===== src/rtl/redun_mont_unpack_pkg.sv =====
// Shared types, constants and helpers for the redundant-to-binary unpack block.
// The optional REDUN_UNPACK_OVF_CHK_EN build adds a range-check pass (see top).
package redun_mont_unpack_pkg;

  localparam int WRD_BITS          = 8;
  localparam int NUM_WRDS          = 4;
  localparam int BIN_BITS          = NUM_WRDS * WRD_BITS;
  localparam int UNPACK_CARRY_BITS = 2;
  localparam int RED_BITS          = BIN_BITS + UNPACK_CARRY_BITS;

  // Odd modulus; word i occupies bits [i*WRD_BITS +: WRD_BITS].
  localparam logic [BIN_BITS-1:0] P = 32'h9E37_79B9;

  // Redundant form: each word carries one overlap bit into the next word.
  typedef logic [NUM_WRDS-1:0][WRD_BITS:0] redun0_t;
  typedef logic [BIN_BITS-1:0]             bin_t;
  typedef logic [WRD_BITS-1:0]             wrd_t;

  // One-hot unpack sequencer states.
  typedef enum logic [3:0] {
    ST_IDLE    = 4'b0001,
    ST_RESOLVE = 4'b0010,
    ST_SUB     = 4'b0100,
    ST_OUT     = 4'b1000
  } unpack_state_e;

  // WRD_BITS slice i of the modulus.
  function automatic wrd_t p_word(input int unsigned i);
    bin_t p;
    p = P;
    return p[i*WRD_BITS +: WRD_BITS];
  endfunction

  // Integer value of a redundant word vector (reference model helper).
  function automatic logic [RED_BITS-1:0] from_redun(input redun0_t r);
    logic [RED_BITS-1:0] acc;
    acc = '0;
    for (int i = 0; i < NUM_WRDS; i++) begin
      acc = acc + (RED_BITS'(r[i]) << (i * WRD_BITS));
    end
    return acc;
  endfunction

endpackage


===== src/rtl/redun_mont_unpack_if.sv =====
// Bus between the squaring-core result port and the unpack block, plus the
// binary result handshake towards the host. o_err exists only when
// REDUN_UNPACK_OVF_CHK_EN is defined.
//
// Handshake: i_val is a single-cycle capture pulse with no back-pressure (it is
// dropped unless the unpacker is idle). o_val/o_dat are held stable until the
// cycle where o_val && i_rdy, which is the transfer cycle.
interface redun_mont_unpack_if;
  import redun_mont_unpack_pkg::*;

  redun0_t i_mul;
  logic    i_val;
  logic    o_busy;
  bin_t    o_dat;
  logic    o_val;
  logic    i_rdy;
`ifdef REDUN_UNPACK_OVF_CHK_EN
  logic    o_err;

  modport slave  (input  i_mul, i_val, i_rdy, output o_busy, o_dat, o_val, o_err);
  modport master (output i_mul, i_val, i_rdy, input  o_busy, o_dat, o_val, o_err);
`else
  modport slave  (input  i_mul, i_val, i_rdy, output o_busy, o_dat, o_val);
  modport master (output i_mul, i_val, i_rdy, input  o_busy, o_dat, o_val);
`endif

endinterface


===== src/rtl/redun_word_addsub.sv =====
// Single-word arithmetic step, evaluated within one cycle and registered by
// the caller. Add mode: a + cin with a 2-bit carry out (0..2).
// Subtract mode: a - b - cin with a 1-bit borrow out in cout_o[0].
module redun_word_addsub
  import redun_mont_unpack_pkg::*;
(
  input  logic              sub_i,
  input  logic [WRD_BITS:0] a_i,
  input  wrd_t              b_i,
  input  logic [1:0]        cin_i,
  output wrd_t              res_o,
  output logic [1:0]        cout_o
);

  logic [WRD_BITS+1:0] sum;
  logic [WRD_BITS+1:0] dif;

  // Both results are formed; mode selects which one leaves the block.
  always_comb begin
    sum = {1'b0, a_i} + {{WRD_BITS{1'b0}}, cin_i};
    dif = {1'b0, a_i} - {2'b00, b_i} - {{WRD_BITS{1'b0}}, cin_i};
    if (sub_i) begin
      res_o  = dif[WRD_BITS-1:0];
      cout_o = {1'b0, dif[WRD_BITS+1]};
    end else begin
      res_o  = sum[WRD_BITS-1:0];
      cout_o = sum[WRD_BITS+1:WRD_BITS];
    end
  end

endmodule


===== src/rtl/redun_mont_unpack.sv =====
// Converts one redundant squaring result to canonical binary in [0, P).
// Word-serial: NUM_WRDS cycles of carry resolution, then MAX_SUB fixed passes
// of conditional subtract-P, so latency never depends on the data.
// REDUN_UNPACK_OVF_CHK_EN adds one compare-only pass driving o_err.
module redun_mont_unpack
  import redun_mont_unpack_pkg::*;
#(
  parameter int MAX_SUB = 2
) (
  input  logic                 i_clk,
  input  logic                 i_rst,
  redun_mont_unpack_if.slave   bus,
  output unpack_state_e        dbg_state_o
);

`ifdef REDUN_UNPACK_OVF_CHK_EN
  localparam int CHK_PASSES = 1;
`else
  localparam int CHK_PASSES = 0;
`endif
  localparam int PASSES = MAX_SUB + CHK_PASSES;
  localparam int PASS_W = $clog2(PASSES + 1);
  localparam int CNT_W  = $clog2(NUM_WRDS + 1);
  localparam logic [CNT_W-1:0]  LAST_WRD  = CNT_W'(NUM_WRDS - 1);
  localparam logic [PASS_W-1:0] LAST_PASS = PASS_W'(PASSES - 1);
  localparam logic [PASS_W-1:0] CHK_PASS  = PASS_W'(MAX_SUB);

  unpack_state_e        state_q;
  logic [WRD_BITS:0]    buf_q [NUM_WRDS];      // word 0 at the head
  wrd_t                 sh_q  [NUM_WRDS-1];    // trial difference, low words
  logic [1:0]           carry_q;               // carry in RESOLVE, borrow in SUB
  logic [1:0]           ovf_q;                 // value bits above the top word
  logic [CNT_W-1:0]     wrd_cnt_q;
  logic [PASS_W-1:0]    pass_q;
  logic                 o_val_q;
`ifdef REDUN_UNPACK_OVF_CHK_EN
  logic                 err_q;
`endif

  logic                 au_sub_d;
  logic [WRD_BITS:0]    au_a_d;
  wrd_t                 au_b_d;
  logic [1:0]           au_cin_d;
  wrd_t                 au_res;
  logic [1:0]           au_cout;
  logic                 last_wrd_d;
  logic                 commit_d;
  logic [1:0]           ovf_d;
  bin_t                 dat_d;

  redun_word_addsub u_addsub (
    .sub_i  (au_sub_d),
    .a_i    (au_a_d),
    .b_i    (au_b_d),
    .cin_i  (au_cin_d),
    .res_o  (au_res),
    .cout_o (au_cout)
  );

  // Operand selection for the shared word unit and end-of-pass decision.
  // A pass commits only when the top register absorbs the final borrow; the
  // compare-only pass never commits.
  always_comb begin
    au_sub_d = (state_q == ST_SUB);
    au_a_d   = buf_q[0];
    au_b_d   = '0;
    au_cin_d = carry_q;
    if (au_sub_d) begin
      au_a_d   = {1'b0, buf_q[0][WRD_BITS-1:0]};
      au_b_d   = p_word(32'(wrd_cnt_q));
      au_cin_d = {1'b0, carry_q[0]};
    end
    last_wrd_d = (wrd_cnt_q == LAST_WRD);
    ovf_d      = ovf_q - {1'b0, au_cout[0]};
    commit_d   = !((ovf_q == 2'd0) && au_cout[0]) && (pass_q != CHK_PASS);
  end

  // Flatten the low WRD_BITS of each buffered word into the binary result.
  always_comb begin
    dat_d = '0;
    for (int i = 0; i < NUM_WRDS; i++) begin
      dat_d[i*WRD_BITS +: WRD_BITS] = buf_q[i][WRD_BITS-1:0];
    end
  end

  assign bus.o_dat   = dat_d;
  assign bus.o_val   = o_val_q;
  assign bus.o_busy  = (state_q != ST_IDLE);
`ifdef REDUN_UNPACK_OVF_CHK_EN
  assign bus.o_err   = err_q;
`endif
  assign dbg_state_o = state_q;

  // Sequencer: capture, resolve carries, fixed subtract passes, hold result.
  always_ff @(posedge i_clk or posedge i_rst) begin
    if (i_rst) begin
      state_q   <= ST_IDLE;
      for (int i = 0; i < NUM_WRDS; i++) buf_q[i] <= '0;
      for (int i = 0; i < NUM_WRDS-1; i++) sh_q[i] <= '0;
      carry_q   <= '0;
      ovf_q     <= '0;
      wrd_cnt_q <= '0;
      pass_q    <= '0;
      o_val_q   <= 1'b0;
`ifdef REDUN_UNPACK_OVF_CHK_EN
      err_q     <= 1'b0;
`endif
    end else begin
      unique case (state_q)
        ST_IDLE: begin
          if (bus.i_val) begin
            for (int i = 0; i < NUM_WRDS; i++) buf_q[i] <= bus.i_mul[i];
            carry_q   <= '0;
            wrd_cnt_q <= '0;
            state_q   <= ST_RESOLVE;
          end
        end
        ST_RESOLVE: begin
          for (int i = 0; i < NUM_WRDS-1; i++) buf_q[i] <= buf_q[i+1];
          buf_q[NUM_WRDS-1] <= {1'b0, au_res};
          if (last_wrd_d) begin
            ovf_q     <= au_cout;
            carry_q   <= '0;
            wrd_cnt_q <= '0;
            pass_q    <= '0;
            state_q   <= ST_SUB;
          end else begin
            carry_q   <= au_cout;
            wrd_cnt_q <= wrd_cnt_q + 1'b1;
          end
        end
        ST_SUB: begin
          // Buffer rotates so it is back in order after NUM_WRDS cycles.
          for (int i = 0; i < NUM_WRDS-1; i++) buf_q[i] <= buf_q[i+1];
          buf_q[NUM_WRDS-1] <= buf_q[0];
          for (int i = 0; i < NUM_WRDS-2; i++) sh_q[i] <= sh_q[i+1];
          sh_q[NUM_WRDS-2] <= au_res;
          if (last_wrd_d) begin
            carry_q   <= '0;
            wrd_cnt_q <= '0;
            if (commit_d) begin
              for (int i = 0; i < NUM_WRDS-1; i++) buf_q[i] <= {1'b0, sh_q[i]};
              buf_q[NUM_WRDS-1] <= {1'b0, au_res};
              ovf_q <= ovf_d;
            end
`ifdef REDUN_UNPACK_OVF_CHK_EN
            if (pass_q == CHK_PASS) err_q <= (ovf_q != 2'd0) || !au_cout[0];
`endif
            if (pass_q == LAST_PASS) begin
              o_val_q <= 1'b1;
              state_q <= ST_OUT;
            end else begin
              pass_q  <= pass_q + 1'b1;
            end
          end else begin
            carry_q   <= au_cout;
            wrd_cnt_q <= wrd_cnt_q + 1'b1;
          end
        end
        ST_OUT: begin
          if (o_val_q && bus.i_rdy) begin
            o_val_q <= 1'b0;
`ifdef REDUN_UNPACK_OVF_CHK_EN
            err_q   <= 1'b0;
`endif
            state_q <= ST_IDLE;
          end
        end
        default: begin
          o_val_q <= 1'b0;
          state_q <= ST_IDLE;
        end
      endcase
    end
  end

endmodule

===== src/flat_wrapper.sv =====
// flat-port wrapper written by rule: the top's interface ports become plain ports
module redun_mont_unpack_flat import redun_mont_unpack_pkg::*;
#(
  parameter int MAX_SUB = 2
)
  (i_clk, i_rst, dbg_state_o, bus_i_mul, bus_i_val, bus_i_rdy, bus_o_busy, bus_o_dat, bus_o_val);
  redun_mont_unpack_if bus_i ();
  input  logic i_clk;
  input  logic i_rst;
  output unpack_state_e dbg_state_o;
  input wire logic [$bits(bus_i.i_mul)-1:0] bus_i_mul;
  input wire logic [$bits(bus_i.i_val)-1:0] bus_i_val;
  input wire logic [$bits(bus_i.i_rdy)-1:0] bus_i_rdy;
  output wire logic [$bits(bus_i.o_busy)-1:0] bus_o_busy;
  output wire logic [$bits(bus_i.o_dat)-1:0] bus_o_dat;
  output wire logic [$bits(bus_i.o_val)-1:0] bus_o_val;
  assign bus_i.i_mul = bus_i_mul;
  assign bus_i.i_val = bus_i_val;
  assign bus_i.i_rdy = bus_i_rdy;
  assign bus_o_busy = bus_i.o_busy;
  assign bus_o_dat = bus_i.o_dat;
  assign bus_o_val = bus_i.o_val;
  redun_mont_unpack #(.MAX_SUB(MAX_SUB)) u_core (.i_clk(i_clk), .i_rst(i_rst), .bus(bus_i), .dbg_state_o(dbg_state_o));
endmodule

===== config.mk =====
export PLATFORM = sky130hd
export DESIGN_NAME = redun_mont_unpack_flat
export DESIGN_NICKNAME = d
export VERILOG_FILES = /design/src/rtl/redun_mont_unpack_pkg.sv /design/src/rtl/redun_mont_unpack_if.sv /design/src/rtl/redun_word_addsub.sv /design/src/rtl/redun_mont_unpack.sv /design/src/flat_wrapper.sv
export SDC_FILE = /design/constraint.sdc
export NUM_CORES = 1
export LEC_CHECK = 0
export BUFFER_PORTS_ARGS = -buffer_cell sky130_fd_sc_hd__buf_2
export CAP_MARGIN = 20
export CORE_ASPECT_RATIO = 2
export CORE_UTILIZATION = 52
export DETAILED_ROUTE_END_ITERATION = 10
export PLACE_DENSITY = 0.77
export SLEW_MARGIN = 25
export SYNTH_ARGS = -nofsm -noshare
export SYNTH_HDL_FRONTEND = slang
export SYNTH_SLANG_ARGS = --single-unit

===== constraint.sdc =====
create_clock -name i_clk -period 3.6 [get_ports i_clk]
set_input_delay 0.36 -clock i_clk [delete_from_list [all_inputs] [get_ports i_clk]]
set_output_delay 0.36 -clock i_clk [all_outputs]
set_load 0.01 [all_outputs]

# ---- After elaboration in Yosys (flattened, before gate mapping)
# Cells that the tools add are included.
dict set report totals {
  ff_bits 74
  word_cells 85
  in_bits 40
}
dict set report classes {
  n_eq_ne 15
  n_addsub 6
  shifts 1
  n_bitwise 1
  muxes 33
  n_reduce_logical 16
}
# op count
set ops {}
lappend ops {{$mux 36} 3}
lappend ops {{$pmux 36 s3} 1}
lappend ops {{$shiftx 32x7->8 const A} 1}
lappend ops {{$mux 2} 10}
lappend ops {{$mux 4} 5}
lappend ops {{$mux 8} 2}
lappend ops {{$pmux 4 s4} 1}
lappend ops {{$ne 2x2->1 const B} 6}
lappend ops {{$pmux 2 s2} 3}
lappend ops {{$reduce_and 4->1} 3}
lappend ops {{$add 9x2->10} 1}
lappend ops {{$sub 10x2->10} 1}
lappend ops {{$sub 9x8->10} 1}
lappend ops {{$mux 9} 1}
lappend ops {{$mux 3} 2}
lappend ops {{$pmux 3 s2} 1}
lappend ops {{$reduce_and 5->1} 1}
lappend ops {{$eq 4x1->1 const B} 1}
lappend ops {{$eq 4x2->1 const B} 1}
lappend ops {{$eq 4x3->1 const B} 1}
lappend ops {{$eq 4x4->1 const B} 1}
lappend ops {{$ne 2x1->1 const B} 2}
lappend ops {{$ne 4x1->1 const B} 1}
lappend ops {{$reduce_and 2->1} 2}
lappend ops {{14 further kinds} 20}

# ---- Logic depth before layout (Yosys ltp)
dict set report depth {
  depth_word 11
  mapped_depth 17
  mapped_depth_nobuf 15
}

# ---- Cells and area by module
# A second synthesis with hierarchy kept.
dict set report unflattened {
  hier_cells 628
  area_unflattened_um2 5230.0
}
# mod area_per_inst_um2 cells_each instances
set by_module_without_submodules {}
lappend by_module_without_submodules {redun_mont_unpack 4350.4 507 1}
lappend by_module_without_submodules {redun_word_addsub 879.6 121 1}

# ---- Least setup slack after synthesis
# OpenSTA, ideal clock, no wires.
dict set report synth_path {
  path_type {register to register}
  start {register u_core.state_q[0] (netlist: u_core.dbg_state_o[0])}
  end {register u_core.buf_q, in the netlist u_core.bus.o_dat[10]}
  path_stages_with_launch 17
  setup_ns 0.087
  t_arrival_ns 3.671
  synth_period_minus_slack_ns 3.757
  slack_ns -0.157
  path_cell_list {dfstp_2 buf_2 nor2_1 nand3b_1 clkbuf_1 buf_1 nor3_1 ha_1 inv_1 ha_1 o211ai_1 a2111o_1 o211ai_2 a21boi_2 buf_2 or3_1 o211ai_1}
}
dict set report synth_between {
  elab_chain_len 11
}
# element line_no
set synth_rtl {}
lappend synth_rtl {{start, declared} redun_mont_unpack.sv:28} ;# unpack_state_e state_q;
lappend synth_rtl {{start signal, assigned} redun_mont_unpack.sv:97} ;# state_q <= ST_IDLE;
lappend synth_rtl {{start signal, assigned} redun_mont_unpack.sv:115} ;# state_q <= ST_RESOLVE;
lappend synth_rtl {{start signal, assigned} redun_mont_unpack.sv:126} ;# state_q <= ST_SUB;
lappend synth_rtl {{$eq 4x3->1} {redun_mont_unpack.sv:64, redun_mont_unpack.sv:109}}
lappend synth_rtl {{$mux 8 or $mux 9 (tied branches)} redun_mont_unpack.sv:68} ;# if (au_sub_d) begin
lappend synth_rtl {{$sub 9x8->10} redun_word_addsub.sv:21} ;# dif = {1'b0, a_i} - {2'b00, b_i} - {{WRD_BITS{1'b0}}, cin_i};
lappend synth_rtl {{$sub 10x2->10} redun_word_addsub.sv:21}
lappend synth_rtl {{$mux 2} redun_word_addsub.sv:22} ;# if (sub_i) begin
lappend synth_rtl {{$logic_and 1x1->1} redun_mont_unpack.sv:75} ;# commit_d = !((ovf_q == 2'd0) && au_cout[0]) && (pass_q != CHK_PASS);
lappend synth_rtl {{$logic_not 1->1} redun_mont_unpack.sv:75}
lappend synth_rtl {{$logic_and 1x1->1} redun_mont_unpack.sv:75}
lappend synth_rtl {{$mux 36} redun_mont_unpack.sv:141} ;# if (commit_d) begin
lappend synth_rtl {{$mux 36} redun_mont_unpack.sv:138} ;# if (last_wrd_d) begin
lappend synth_rtl {{$pmux 36 s3} redun_mont_unpack.sv:109} ;# unique case (state_q)
lappend synth_rtl {{end signal, assigned by index} redun_mont_unpack.sv:120} ;# buf_q[NUM_WRDS-1] <= {1'b0, au_res};
lappend synth_rtl {{end signal, assigned by index} redun_mont_unpack.sv:135} ;# buf_q[NUM_WRDS-1] <= buf_q[0];
lappend synth_rtl {{end signal, assigned by index} redun_mont_unpack.sv:143} ;# buf_q[NUM_WRDS-1] <= {1'b0, au_res};
lappend synth_rtl {{end, declared} redun_mont_unpack.sv:29} ;# logic [WRD_BITS:0] buf_q [NUM_WRDS];
# Parallel ways exist; a longest one is shown, timed or not.
# A chain may end at the register's enable or synchronous reset.

# ---- Worst setup path after layout
dict set report layout_path {
  start {register u_core.state_q[3] (netlist: u_core.dbg_state_o[3])}
  end {register u_core.ovf_q[0]}
}
dict set report layout_between {
  elab_chain_len 10
}
# element line_no
set layout_rtl {}
lappend layout_rtl {{branches (longest 10 deep; another with $sub 9x8->10)} --}
lappend layout_rtl {{end signal, assigned} redun_mont_unpack.sv:122} ;# ovf_q <= au_cout;
lappend layout_rtl {{end signal, assigned} redun_mont_unpack.sv:144} ;# ovf_q <= ovf_d;
lappend layout_rtl {{end, declared} redun_mont_unpack.sv:32} ;# logic [1:0] ovf_q;
# Several ways; the timed one is not identified. The select of a mux whose other input is x is not followed.

==> results.ini <==
[place]
post-place-cells = 740
place_ws_ps = -329
place.gp.congestion = 1.02
dp.final_hpwl_mm = 11.5
port_buffers = 77

[drt]
drc_errors = 10
ant_nets = 0
vias_per_cell = 6.38
routedWlPerCell_um = 21.2
drt-initial-drc-count = 523
vias = 4850
totalWireLength_mm = 16.1
first_pass_iters = 9

[global_route]
grt_pass1_wl_mm = 24.6
grt.met3_usage = 0.0565
gr-total-overflow = 0
grt_max_degree = 72
global_route.peak_usage_layer = met2
grt.met2_usage = 0.576
grt_usage = 0.328
met1_usage = 0.347
first_global_vias = 4787
grt_antenna_before_repair = 1

[sta]
rsz0062_at_grt = false
fin_crit_sh = 0.963
hold_viol = 0
slew_headroom = 0.284
worst_slew_pin_slew_ps = 1070
setup_viol = 0
slew_violations = 0
fin_skew_ps = 5.50
max_freq_ghz = 0.288
period_needed_ps = 3470
fin_ws_ps = 132

[power]
ir_drop_uv = 801
p_leak_nw = 2.64
powerDensity_mw_per_mm2 = 1030

[synthesis]
synthArstFlopShare = 1.00
synth.distinct_cells = 59
syn_avg_cell_area_um2 = 8.57
syn_nets = 652
ys_seq_area_frac = 0.370
yosys_warnings = 0
synth_top_flop_cell = dfrtp_1
synth_enable_flop_cells = 0
syn_area_mm2 = 0.00500
synth-seq-cells = 74
postSynthCellCount = 584

[setup_path]
worstPathArrival_ps = 3700
path_class = flip-flop to flip-flop
worst_setup_path_start_kind = flip-flop
path_max_fanout = 3
setup.worst_path.end_class = flip-flop
critPathRequiredTime_ps = 3830

[clock_network]
root_buffer = clkbuf_16
clk_pin_slew_worst_paths_ps = 60
clockBufferDepth = 2
cts_tree = done
numCtsBuffers = 9
clock-sinks = 74
h-tree-depth = 3
insertion_delay_ps = 340

[cells_and_area]
finalNonFillerCells = 760
area_delta_synth_final_pct = 17.7
fill_cells = 781
layout_commonest_cell = nand2_1
utilization = 0.632
drive_gt1_frac = 0.243
nets = 719
final_cell_mix = nand2_1 (104), buf_2 (77), dfrtp_1 (73)

[run]
maxCapViolCount = 0

[die]
ios = 78
initial_core_util = 0.537
rows = 50
fp.coreArea_mm2 = 0.00932
die_area_mm2 = 0.0100
die_h_um = 141
fp.dieW_um = 71.4

[min_path]
hold_path_class = primary input to async pin

[run_status]
status = finished with violations
violations = design-rule violations

[through the flow]
step	power [mW]	hold slack, ps	area, um2	TNS (ps)
after floorplan	3.86	437	5010	0
after global placement	4.73	458	5460	-570
after detailed placement	4.86	468	5460	-2710
after CTS	5.88	191	5790	0
after global routing	6.43	242	5890	0
final	6.05	174	5890	0
[flip-flops by register name, summed over array words and instances (netlist names)]
name                flops
u_core.wrd_cnt_q        3
u_core.sh_q            24
u_core.bus.o_dat       32
u_core.dbg_state_o      4
u_core.ovf_q            2
u_core.carry_q          2
u_core.bus.o_val        1
u_core.pass_q           2
u_core.buf_q            4
[critical path, stage by stage (launching register included)]
cell,delay [ps]
dfrtp_1,390
nor2_2,110
nand3b_1,120
or3_1,370
fa_1,410
ha_1,320
o211ai_1,130
a2111o_1,500
o211ai_4,150
buf_4,170
a21oi_2,60
ha_2,370
a211oi_2,60
a21o_1,180
[cell families after synthesis]
group | Yosys count | synth area share
adders and majority gates | 28 | 0.0745
DFF | 74 | 0.370
AOI/OAI and AO/OA | 168 | 0.238
xor gates and xnor gates | 11 | 0.0193
buffers and inverters | 107 | 0.111
muxes | 1 | 0.00200
and+or+nand+nor | 195 | 0.185
[power by group]
part	leakage [nW]	switching [mW]	internal, mW
Combinational	1.60	2.10	1.42
Sequential	0.890	0.347	1.22
Clock	0.152	0.345	0.623
Total	2.64	2.79	3.26
[synth_stat cells (2+ instances only)]
cell	instances	area [um2]
a211o_1	2	17.5
a211oi_1	4	30.0
a21o_1	4	30.0
a21oi_1	20	100
a221o_1	27	270
a221oi_1	4	35.0
a31oi_1	4	25.0
and2_1	2	12.5
buf_1	2	7.51
buf_2	16	80.1
buf_4	35	263
clkbuf_1	19	71.3
dfrtp_1	73	1830
fa_1	3	60.1
ha_1	25	313
inv_1	35	131
nand2_1	104	390
nand2b_1	4	25.0
nand3_1	6	30.0
nand3b_1	3	22.5
nand4_1	11	68.8
nor2_1	24	90.1
nor2b_1	6	37.5
nor3_1	9	45.0
nor4b_4	2	47.6
o211ai_1	31	233
o21a_1	5	37.5
o21ai_0	41	205
o21ai_1	5	25.0
o22ai_1	3	18.8
o31a_1	2	17.5
or3_1	17	106
xnor2_1	10	87.6
[cell type report]
class | instances | area (um2) | share of cell area
Antenna cell | 1 | 2.50 | 0.000425
Clock buffer | 11 | 243 | 0.0412
Clock inverter | 4 | 76.3 | 0.0130
Inverter | 35 | 131 | 0.0223
Multi-Input combinational cell | 404 | 2680 | 0.454
Sequential cell | 74 | 1850 | 0.315
Tap cell | 104 | 130 | 0.0221
Timing Repair Buffer | 127 | 777 | 0.132
[layer usage]
metal  vias to the layer above  part of all wire
li1                       2195                 -
met1                      2356              0.35
met2                       228              0.53
met3                        71             0.052
met4                         0             0.072
met5                         -                 0
[worst paths after layout]
path,cells after the start,end,from,slack (ps)
max in group asynchronous,3,u_core.dbg_state_o[0],i_rst,2510
setup / recovery,13,u_core.ovf_q[0],u_core.dbg_state_o[3],130
min in group i_clk,2,u_core.dbg_state_o[0],bus_i_val,240
hold reg to reg,2,u_core.sh_q[11],u_core.sh_q[11],480
hold / removal,2,u_core.bus.o_dat[1],i_rst,170
setup reg to reg,13,u_core.ovf_q[0],u_core.dbg_state_o[3],130
[what timing repair did]
item / 4_1_cts / 5_1_grt
setup endpoints to repair: 30 / 33
cloned: 0 / 1
pin swaps: 0 / 3
resized for setup: 4 / 8
hold buffers: 0 / 0
buffers inserted: 0 / 3
Power figures use the tool's default switching activity.
